`src/rtl/continuous_monitoring_system_pkg.sv`:
```
// rtl/continuous_monitoring_system_pkg.sv - shared types and constants for the CMS control port
package continuous_monitoring_system_pkg;

    localparam int CTRL_ADDR_WIDTH      = 8;
    localparam int CTRL_DATA_WIDTH      = 64;
    localparam int CLK_COUNTER_WIDTH    = 64;
    localparam int NO_OF_CTRL_REGISTERS = 11;

    localparam logic [31:0] WFI_INSTRUCTION = 32'h1050_0073;

    typedef enum logic [CTRL_ADDR_WIDTH-1:0] {
        TRIGGER_TRACE_START_ADDRESS_ENABLED       = 8'd0,
        TRIGGER_TRACE_START_ADDRESS               = 8'd1,
        TRIGGER_TRACE_END_ADDRESS_ENABLED         = 8'd2,
        TRIGGER_TRACE_END_ADDRESS                 = 8'd3,
        MONITOR_ADDRESS_RANGE_LOWER_BOUND_ENABLED = 8'd4,
        MONITOR_ADDRESS_RANGE_LOWER_BOUND         = 8'd5,
        MONITOR_ADDRESS_RANGE_UPPER_BOUND_ENABLED = 8'd6,
        MONITOR_ADDRESS_RANGE_UPPER_BOUND         = 8'd7,
        WFI_STOPPED                               = 8'd8,
        CLK_COUNTER                               = 8'd9,
        LAST_WRITE_TIMESTAMP                      = 8'd10
    } ctrl_addr_t;

    typedef struct packed {
        logic [CTRL_DATA_WIDTH-1:0] rdata;
        logic                       rvalid;
        logic                       addr_error;
    } ctrl_rsp_t;

endpackage

```
`src/rtl/cms_ctrl_regfile_if.sv`:
```
// rtl/cms_ctrl_regfile_if.sv - host control port bundle with host and responder views
interface cms_ctrl_regfile_if
    import continuous_monitoring_system_pkg::*;
#(
    parameter int ADDR_WIDTH = CTRL_ADDR_WIDTH,
    parameter int DATA_WIDTH = CTRL_DATA_WIDTH
);
    logic [ADDR_WIDTH-1:0] ctrl_addr;
    logic [DATA_WIDTH-1:0] ctrl_wdata;
    logic                  ctrl_write_enable;
    logic                  ctrl_read_enable;
    logic [DATA_WIDTH-1:0] ctrl_rdata;
    logic                  ctrl_rvalid;
    logic                  ctrl_addr_error;

    modport master (
        output ctrl_addr, ctrl_wdata, ctrl_write_enable, ctrl_read_enable,
        input  ctrl_rdata, ctrl_rvalid, ctrl_addr_error
    );

    modport slave (
        input  ctrl_addr, ctrl_wdata, ctrl_write_enable, ctrl_read_enable,
        output ctrl_rdata, ctrl_rvalid, ctrl_addr_error
    );
endinterface

```
`src/rtl/cms_clk_counter.sv`:
```
// rtl/cms_clk_counter.sv - free-running wrap-around cycle counter with load and freeze
module cms_clk_counter #(
    parameter int WIDTH = 64
) (
    input  logic             clk,
    input  logic             rst_n,
    input  logic             load,
    input  logic [WIDTH-1:0] load_value,
    input  logic             freeze,
    output logic [WIDTH-1:0] count
);

    // A host load takes priority even while frozen so software can rebase the counter.
    always_ff @(posedge clk or negedge rst_n) begin
        if (!rst_n) begin
            count <= '0;
        end else if (load) begin
            count <= load_value;
        end else if (!freeze) begin
            count <= count + WIDTH'(1);
        end
    end

endmodule

```
`src/rtl/cms_ctrl_regfile.sv`:
```
// rtl/cms_ctrl_regfile.sv - CMS control register file: trigger/range config, counter, WFI flag
module cms_ctrl_regfile
    import continuous_monitoring_system_pkg::*;
#(
    parameter int ADDR_WIDTH    = CTRL_ADDR_WIDTH,
    parameter int DATA_WIDTH    = CTRL_DATA_WIDTH,
    parameter int CNT_WIDTH     = CLK_COUNTER_WIDTH,
    parameter bit FREEZE_ON_WFI = 1'b1
) (
    input  logic                  clk,
    input  logic                  rst_n,
    cms_ctrl_regfile_if.slave     ctrl,
    input  logic [31:0]           instr,
    input  logic                  instr_valid,
    output logic                  trace_start_en,
    output logic                  trace_end_en,
    output logic [DATA_WIDTH-1:0] trace_start_addr,
    output logic [DATA_WIDTH-1:0] trace_end_addr,
    output logic                  range_lower_en,
    output logic                  range_upper_en,
    output logic [DATA_WIDTH-1:0] range_lower,
    output logic [DATA_WIDTH-1:0] range_upper,
    output logic                  wfi_stopped,
    output logic [CNT_WIDTH-1:0]  clk_counter
);

    logic                  addr_defined;
    ctrl_addr_t            reg_sel;
    logic                  wr;
    logic                  rd;
    logic                  wfi_set;
    logic                  counter_load;
    logic [CNT_WIDTH-1:0]  last_write_ts;
    logic [DATA_WIDTH-1:0] rdata_mux;
    ctrl_rsp_t             rsp_d;
    ctrl_rsp_t             rsp_q;

    assign addr_defined = ctrl.ctrl_addr < ADDR_WIDTH'(NO_OF_CTRL_REGISTERS);
    assign reg_sel      = ctrl_addr_t'(CTRL_ADDR_WIDTH'(ctrl.ctrl_addr));
    assign wr           = ctrl.ctrl_write_enable && addr_defined;
    assign rd           = ctrl.ctrl_read_enable && addr_defined;
    assign wfi_set      = instr_valid && (instr == WFI_INSTRUCTION);
    assign counter_load = wr && (reg_sel == CLK_COUNTER);

    cms_clk_counter #(
        .WIDTH (CNT_WIDTH)
    ) u_clk_counter (
        .clk        (clk),
        .rst_n      (rst_n),
        .load       (counter_load),
        .load_value (CNT_WIDTH'(ctrl.ctrl_wdata)),
        .freeze     (FREEZE_ON_WFI && wfi_stopped),
        .count      (clk_counter)
    );

    always_ff @(posedge clk or negedge rst_n) begin
        if (!rst_n) begin
            trace_start_en   <= 1'b0;
            trace_end_en     <= 1'b0;
            trace_start_addr <= '0;
            trace_end_addr   <= '0;
            range_lower_en   <= 1'b0;
            range_upper_en   <= 1'b0;
            range_lower      <= '0;
            range_upper      <= '0;
        end else if (wr) begin
            case (reg_sel)
                TRIGGER_TRACE_START_ADDRESS_ENABLED:       trace_start_en   <= ctrl.ctrl_wdata[0];
                TRIGGER_TRACE_START_ADDRESS:               trace_start_addr <= ctrl.ctrl_wdata;
                TRIGGER_TRACE_END_ADDRESS_ENABLED:         trace_end_en     <= ctrl.ctrl_wdata[0];
                TRIGGER_TRACE_END_ADDRESS:                 trace_end_addr   <= ctrl.ctrl_wdata;
                MONITOR_ADDRESS_RANGE_LOWER_BOUND_ENABLED: range_lower_en   <= ctrl.ctrl_wdata[0];
                MONITOR_ADDRESS_RANGE_LOWER_BOUND:         range_lower      <= ctrl.ctrl_wdata;
                MONITOR_ADDRESS_RANGE_UPPER_BOUND_ENABLED: range_upper_en   <= ctrl.ctrl_wdata[0];
                MONITOR_ADDRESS_RANGE_UPPER_BOUND:         range_upper      <= ctrl.ctrl_wdata;
                default: ;
            endcase
        end
    end

    // Timestamp covers every defined write, including the ignored one to the timestamp itself.
    always_ff @(posedge clk or negedge rst_n) begin
        if (!rst_n) begin
            last_write_ts <= '0;
        end else if (wr) begin
            last_write_ts <= clk_counter;
        end
    end

    always_ff @(posedge clk or negedge rst_n) begin
        if (!rst_n) begin
            wfi_stopped <= 1'b0;
        end else if (wfi_set) begin
            wfi_stopped <= 1'b1;
        end else if (wr && (reg_sel == WFI_STOPPED)) begin
            wfi_stopped <= ctrl.ctrl_wdata[0];
        end
    end

    always_comb begin
        rdata_mux = '0;
        case (reg_sel)
            TRIGGER_TRACE_START_ADDRESS_ENABLED:       rdata_mux = DATA_WIDTH'(trace_start_en);
            TRIGGER_TRACE_START_ADDRESS:               rdata_mux = trace_start_addr;
            TRIGGER_TRACE_END_ADDRESS_ENABLED:         rdata_mux = DATA_WIDTH'(trace_end_en);
            TRIGGER_TRACE_END_ADDRESS:                 rdata_mux = trace_end_addr;
            MONITOR_ADDRESS_RANGE_LOWER_BOUND_ENABLED: rdata_mux = DATA_WIDTH'(range_lower_en);
            MONITOR_ADDRESS_RANGE_LOWER_BOUND:         rdata_mux = range_lower;
            MONITOR_ADDRESS_RANGE_UPPER_BOUND_ENABLED: rdata_mux = DATA_WIDTH'(range_upper_en);
            MONITOR_ADDRESS_RANGE_UPPER_BOUND:         rdata_mux = range_upper;
            WFI_STOPPED:                               rdata_mux = DATA_WIDTH'(wfi_stopped);
            CLK_COUNTER:                               rdata_mux = DATA_WIDTH'(clk_counter);
            LAST_WRITE_TIMESTAMP:                      rdata_mux = DATA_WIDTH'(last_write_ts);
            default:                                   rdata_mux = '0;
        endcase
    end

    // Read and write share one address, so a bad address yields one error pulse.
    always_comb begin
        rsp_d            = '0;
        rsp_d.rdata      = rd ? CTRL_DATA_WIDTH'(rdata_mux) : '0;
        rsp_d.rvalid     = ctrl.ctrl_read_enable;
        rsp_d.addr_error = (ctrl.ctrl_write_enable || ctrl.ctrl_read_enable) && !addr_defined;
    end

    always_ff @(posedge clk or negedge rst_n) begin
        if (!rst_n) begin
            rsp_q <= '0;
        end else begin
            rsp_q <= rsp_d;
        end
    end

    assign ctrl.ctrl_rdata      = DATA_WIDTH'(rsp_q.rdata);
    assign ctrl.ctrl_rvalid     = rsp_q.rvalid;
    assign ctrl.ctrl_addr_error = rsp_q.addr_error;

endmodule

```
`src/flat_wrapper.sv`:
```
// flat-port wrapper written by rule: the top's interface ports become plain ports
module cms_ctrl_regfile_flat import continuous_monitoring_system_pkg::*;
#(
    parameter int ADDR_WIDTH    = CTRL_ADDR_WIDTH,
    parameter int DATA_WIDTH    = CTRL_DATA_WIDTH,
    parameter int CNT_WIDTH     = CLK_COUNTER_WIDTH,
    parameter bit FREEZE_ON_WFI = 1'b1
)
  (clk, rst_n, instr, instr_valid, trace_start_en, trace_end_en, trace_start_addr, trace_end_addr, range_lower_en, range_upper_en, range_lower, range_upper, wfi_stopped, clk_counter, ctrl_ctrl_addr, ctrl_ctrl_wdata, ctrl_ctrl_write_enable, ctrl_ctrl_read_enable, ctrl_ctrl_rdata, ctrl_ctrl_rvalid, ctrl_ctrl_addr_error);
  cms_ctrl_regfile_if #(.ADDR_WIDTH(ADDR_WIDTH), .DATA_WIDTH(DATA_WIDTH)) ctrl_i ();
  input  logic clk;
  input  logic rst_n;
  input  logic [31:0] instr;
  input  logic instr_valid;
  output logic trace_start_en;
  output logic trace_end_en;
  output logic [DATA_WIDTH-1:0] trace_start_addr;
  output logic [DATA_WIDTH-1:0] trace_end_addr;
  output logic range_lower_en;
  output logic range_upper_en;
  output logic [DATA_WIDTH-1:0] range_lower;
  output logic [DATA_WIDTH-1:0] range_upper;
  output logic wfi_stopped;
  output logic [CNT_WIDTH-1:0] clk_counter;
  input wire logic [$bits(ctrl_i.ctrl_addr)-1:0] ctrl_ctrl_addr;
  input wire logic [$bits(ctrl_i.ctrl_wdata)-1:0] ctrl_ctrl_wdata;
  input wire logic [$bits(ctrl_i.ctrl_write_enable)-1:0] ctrl_ctrl_write_enable;
  input wire logic [$bits(ctrl_i.ctrl_read_enable)-1:0] ctrl_ctrl_read_enable;
  output wire logic [$bits(ctrl_i.ctrl_rdata)-1:0] ctrl_ctrl_rdata;
  output wire logic [$bits(ctrl_i.ctrl_rvalid)-1:0] ctrl_ctrl_rvalid;
  output wire logic [$bits(ctrl_i.ctrl_addr_error)-1:0] ctrl_ctrl_addr_error;
  assign ctrl_i.ctrl_addr = ctrl_ctrl_addr;
  assign ctrl_i.ctrl_wdata = ctrl_ctrl_wdata;
  assign ctrl_i.ctrl_write_enable = ctrl_ctrl_write_enable;
  assign ctrl_i.ctrl_read_enable = ctrl_ctrl_read_enable;
  assign ctrl_ctrl_rdata = ctrl_i.ctrl_rdata;
  assign ctrl_ctrl_rvalid = ctrl_i.ctrl_rvalid;
  assign ctrl_ctrl_addr_error = ctrl_i.ctrl_addr_error;
  cms_ctrl_regfile #(.ADDR_WIDTH(ADDR_WIDTH), .DATA_WIDTH(DATA_WIDTH), .CNT_WIDTH(CNT_WIDTH), .FREEZE_ON_WFI(FREEZE_ON_WFI)) u_core (.clk(clk), .rst_n(rst_n), .ctrl(ctrl_i), .instr(instr), .instr_valid(instr_valid), .trace_start_en(trace_start_en), .trace_end_en(trace_end_en), .trace_start_addr(trace_start_addr), .trace_end_addr(trace_end_addr), .range_lower_en(range_lower_en), .range_upper_en(range_upper_en), .range_lower(range_lower), .range_upper(range_upper), .wfi_stopped(wfi_stopped), .clk_counter(clk_counter));
endmodule
```
`config.mk`:
```
export PLATFORM = sky130hd
export DESIGN_NAME = cms_ctrl_regfile_flat
export DESIGN_NICKNAME = d
export VERILOG_FILES = /design/src/rtl/continuous_monitoring_system_pkg.sv /design/src/rtl/cms_ctrl_regfile_if.sv /design/src/rtl/cms_clk_counter.sv /design/src/rtl/cms_ctrl_regfile.sv /design/src/flat_wrapper.sv
export SDC_FILE = /design/constraint.sdc
export NUM_CORES = 1
export LEC_CHECK = 0
export CORE_ASPECT_RATIO = 0.5
export CORE_MARGIN = 4
export CORE_UTILIZATION = 45
export DETAILED_ROUTE_END_ITERATION = 8
export PLACE_DENSITY = 0.84
export SLEW_MARGIN = 20
export SYNTH_ARGS = -nofsm -noshare
export SYNTH_HDL_FRONTEND = slang
export SYNTH_SLANG_ARGS = --single-unit
```
`constraint.sdc`:
```
create_clock -name clk -period 3.34 [get_ports clk]
set_input_delay 0.334 -clock clk [delete_from_list [all_inputs] [get_ports clk]]
set_output_delay 0.334 -clock clk [all_outputs]
set_load 0.005 [all_outputs]
```
==> metrics.txt <==
status=finished, final reports clean; Clock Pin Slew Worst Setup and Hold Paths=about 70 ps; Cell Rows=between 50 and 60; Async SR Flop Fraction=100%; unique cell type count in the Yosys netlist=roughly 50; sequential area share after synthesis=a little under three fifths; Final Hold Fails=0; drt total wl=around 73 mm; CP Data Arrival Time=around 3400 ps; DRC=0; initial antenna violation count=1; worst endpoint required time=3800 ps; die area=slightly below 50000 sq um; Synth Register Bits=approximately 460; Clock Tree Buf Depth=3; critical path startpoint=u_core.u_clk_counter.count[1]; io pins=500; Clock Root Buffer=clkbuf_16; WL per Instance=25.7 microns; leakage=11.9 nW; EDFF count, synth=0; Final Util=between 60% and 70%; Routability Congestion=0.888; Max H-tree Level=2; Via Count=between 15k and 20k; Clock Sinks=between 400 and 500; setup violators final=0; RSZ-0062 raised after global routing=false; first-pass GRT wire length=111 mm; Post-synth top flop=dfrtp_1; Gate Count Post-Synth=approximately 1.7k; TritonCTS clock tree=done; Max Slew Vio Count=0; dpl hpwl=51.4 mm; TritonCTS Buffers=between 40 and 50; VDD IR max=approximately 320 uV; R2R Path Start=u_core.u_clk_counter.count[1]; First DRT Iteration DRCs=1658; Initial Utilization=between 40% and 50%; CP max FO=8; gr usage total=28.5%; drt pass-1 iters=6; Via-to-Cell Ratio=6.05; Mapped Area=roughly 21000 sq um; Die Width=between 300 and 400 microns; grt total ovfl=0; worst slew pin tran=912 ps; synth warn=0; setup_tns=0 ps; nets=roughly 2.3k; IO buf count=499; Peak Freq=about 340 MHz; share of post-route cells with drive strength above 1=between 20% and 30%; pin count of the biggest net entering global routing=just over 100; clk_skew=15.4 ps; die height=between 150 and 200 microns; startpoint class of the critical path=flop; Tmin final=just under 3000 ps; antenna violation net count after detailed routing=0; Avg Inst Size Synth=12.0 sq um; pwr/cell area=approximately 440 nW/um^2; Hold WC Path Type=primary input to flop; Slew headroom=around two fifths; max-capacitance violation count=0; vias in the first global route=around 18k; worst skew pair latency=550 ps; hold wc startpoint=ctrl_ctrl_read_enable; CP Capture Type=flop; period utilisation layout=about nine tenths; Area Growth Syn to Fin=35.5%; Crit Path Class=flop to flop; post-cts resize count=0; Synthesized Nets=approximately 1.8k; core box area=between 40000 and 50000 sq um
## final cells by class
cell class                 instances  area [sq um]
clock inverter                    13           143
timing repair buffer             565          5700
tap                              598           748
inverter                          13          48.8
fill                            3368         17200
multi-input combinational       1130          8640
antenna                            1          2.50
clock buffer                      64          1290
sequential                       455         11400
## layer usage
layer  part of all wire (%)  global-route usage [%]  vias up
met3                    6.2                    4.28      237
li1                       -                       -     7285
met1                     38                    35.7     8821
met2                     50                    48.5      826
met4                    5.5                    14.2        0
met5                      0                       0        -
## cells by family after synthesis
| logic type | after synthesis | share of synthesized area (%) |
|---|---|---|
| flip-flops | 455 | 55.2 |
| XOR/XNOR | 46 | 1.95 |
| buffers and inverters | 139 | 3.17 |
| AND/OR/NAND/NOR | 346 | 8.67 |
| multiplexers | 383 | 20.5 |
| AO/OA/AOI/OAI | 354 | 10.5 |
| adder cells (fa/ha/maj) | 1 | 0.0606 |
## where the power goes
part / switching [mW] / leakage (nW) / internal, mW / total (mW)
Clock: 2.14 / 0.709 / 2.90 / 5.03
Sequential: 0.331 / 6.14 / 5.76 / 6.09
Combinational: 0.623 / 5.05 / 0.632 / 1.26
Total: 3.09 / 11.9 / 9.29 / 12.4
## state kept, by name, summed over array words and instances, names as in the netlist
name	count
u_core.ctrl.ctrl_rdata	64
u_core.trace_end_addr	64
u_core.range_upper	64
u_core.u_clk_counter.count	64
u_core.range_lower_en	1
u_core.range_upper_en	1
u_core.wfi_stopped	1
u_core.trace_end_en	1
u_core.range_lower	64
u_core.trace_start_addr	64
u_core.trace_start_en	1
u_core.last_write_ts	64
u_core.ctrl.ctrl_rvalid	1
u_core.ctrl.ctrl_addr_error	1
## synthesized netlist by cell type, drive strengths merged (3+ instances only)
master  number  area, sq um
dfrtp      455        11400
mux2       316         3560
nand2      144          543
a22oi      129          968
o21ai      125          626
clkbuf      82          313
a21oi       69          345
mux2i       67          671
buf         44          293
nor2        41          154
xnor2       41          359
nor4        27          205
nand3       24          125
nor3        24          143
nand4       22          138
or4         21          161
a31oi       17          106
or3         15         93.8
inv         13         48.8
o31ai        8         60.1
and3         5         31.3
nor2b        5         31.3
xor2         5         43.8
and4         4         35.0
nand4b       3         41.3
## per-stage QoR
stage               hold WS [ps]  cell area, sq um  instances  setup WS (ps)  total power, mW
floorplan                   38.4             20600       1724            762             6.58
global placement             452             26500       2760            245             7.37
detailed placement           454             26500       2760            209             7.42
CTS                          283             28000       2838            389             12.4
global route                 310             28000       2839            250             12.8
finish                       297             28000       2839            381             12.4
## critical path: stages, from the launching register on
cell and delay [ps]:
dfrtp_1 520, ha_1 270, nand4_1 160, or4_1 620, or4_1 730, or3_1 370, a31oi_1 200
## repair_timing
| item | in CTS | in global routing |
|---|---|---|
| endpoints found under the hold margin | 86 | 0 |
| hold buffers | 1 | 0 |
| setup endpoints to repair | 0 | 0 |
| setup buffers | 0 | 0 |
## placed cells by master, fill, tap and decap left out, types with 10 or more instances in the layout
master / instances
inv_1: 13
nand3_1: 22
mux2_1: 15
dfrtp_1: 455
nand4_1: 22
o21ai_0: 125
buf_12: 17
a31oi_1: 17
clkbuf_16: 45
clkbuf_1: 10
clkdlybuf4s50_1: 496
nor2_1: 39
nand2_1: 142
buf_4: 49
nor4_1: 24
a22oi_1: 129
nor3_1: 19
mux2_2: 301
a21oi_1: 69
or4_1: 20
or3_1: 15
mux2i_1: 67
xnor2_1: 41
## final timing paths
path / endpoint / slack, ps / depth (start not counted)
max: u_core.u_clk_counter.count[56] / 380 / 6
min: u_core.ctrl.ctrl_rvalid / 300 / 1
max reg2reg: u_core.u_clk_counter.count[56] / 380 / 6
min reg2reg: u_core.last_write_ts[63] / 490 / 2
max in group asynchronous: u_core.last_write_ts[20] / 1920 / 3
min in group asynchronous: u_core.trace_start_addr[44] / 410 / 2
Power figures use the tool's default switching activity.
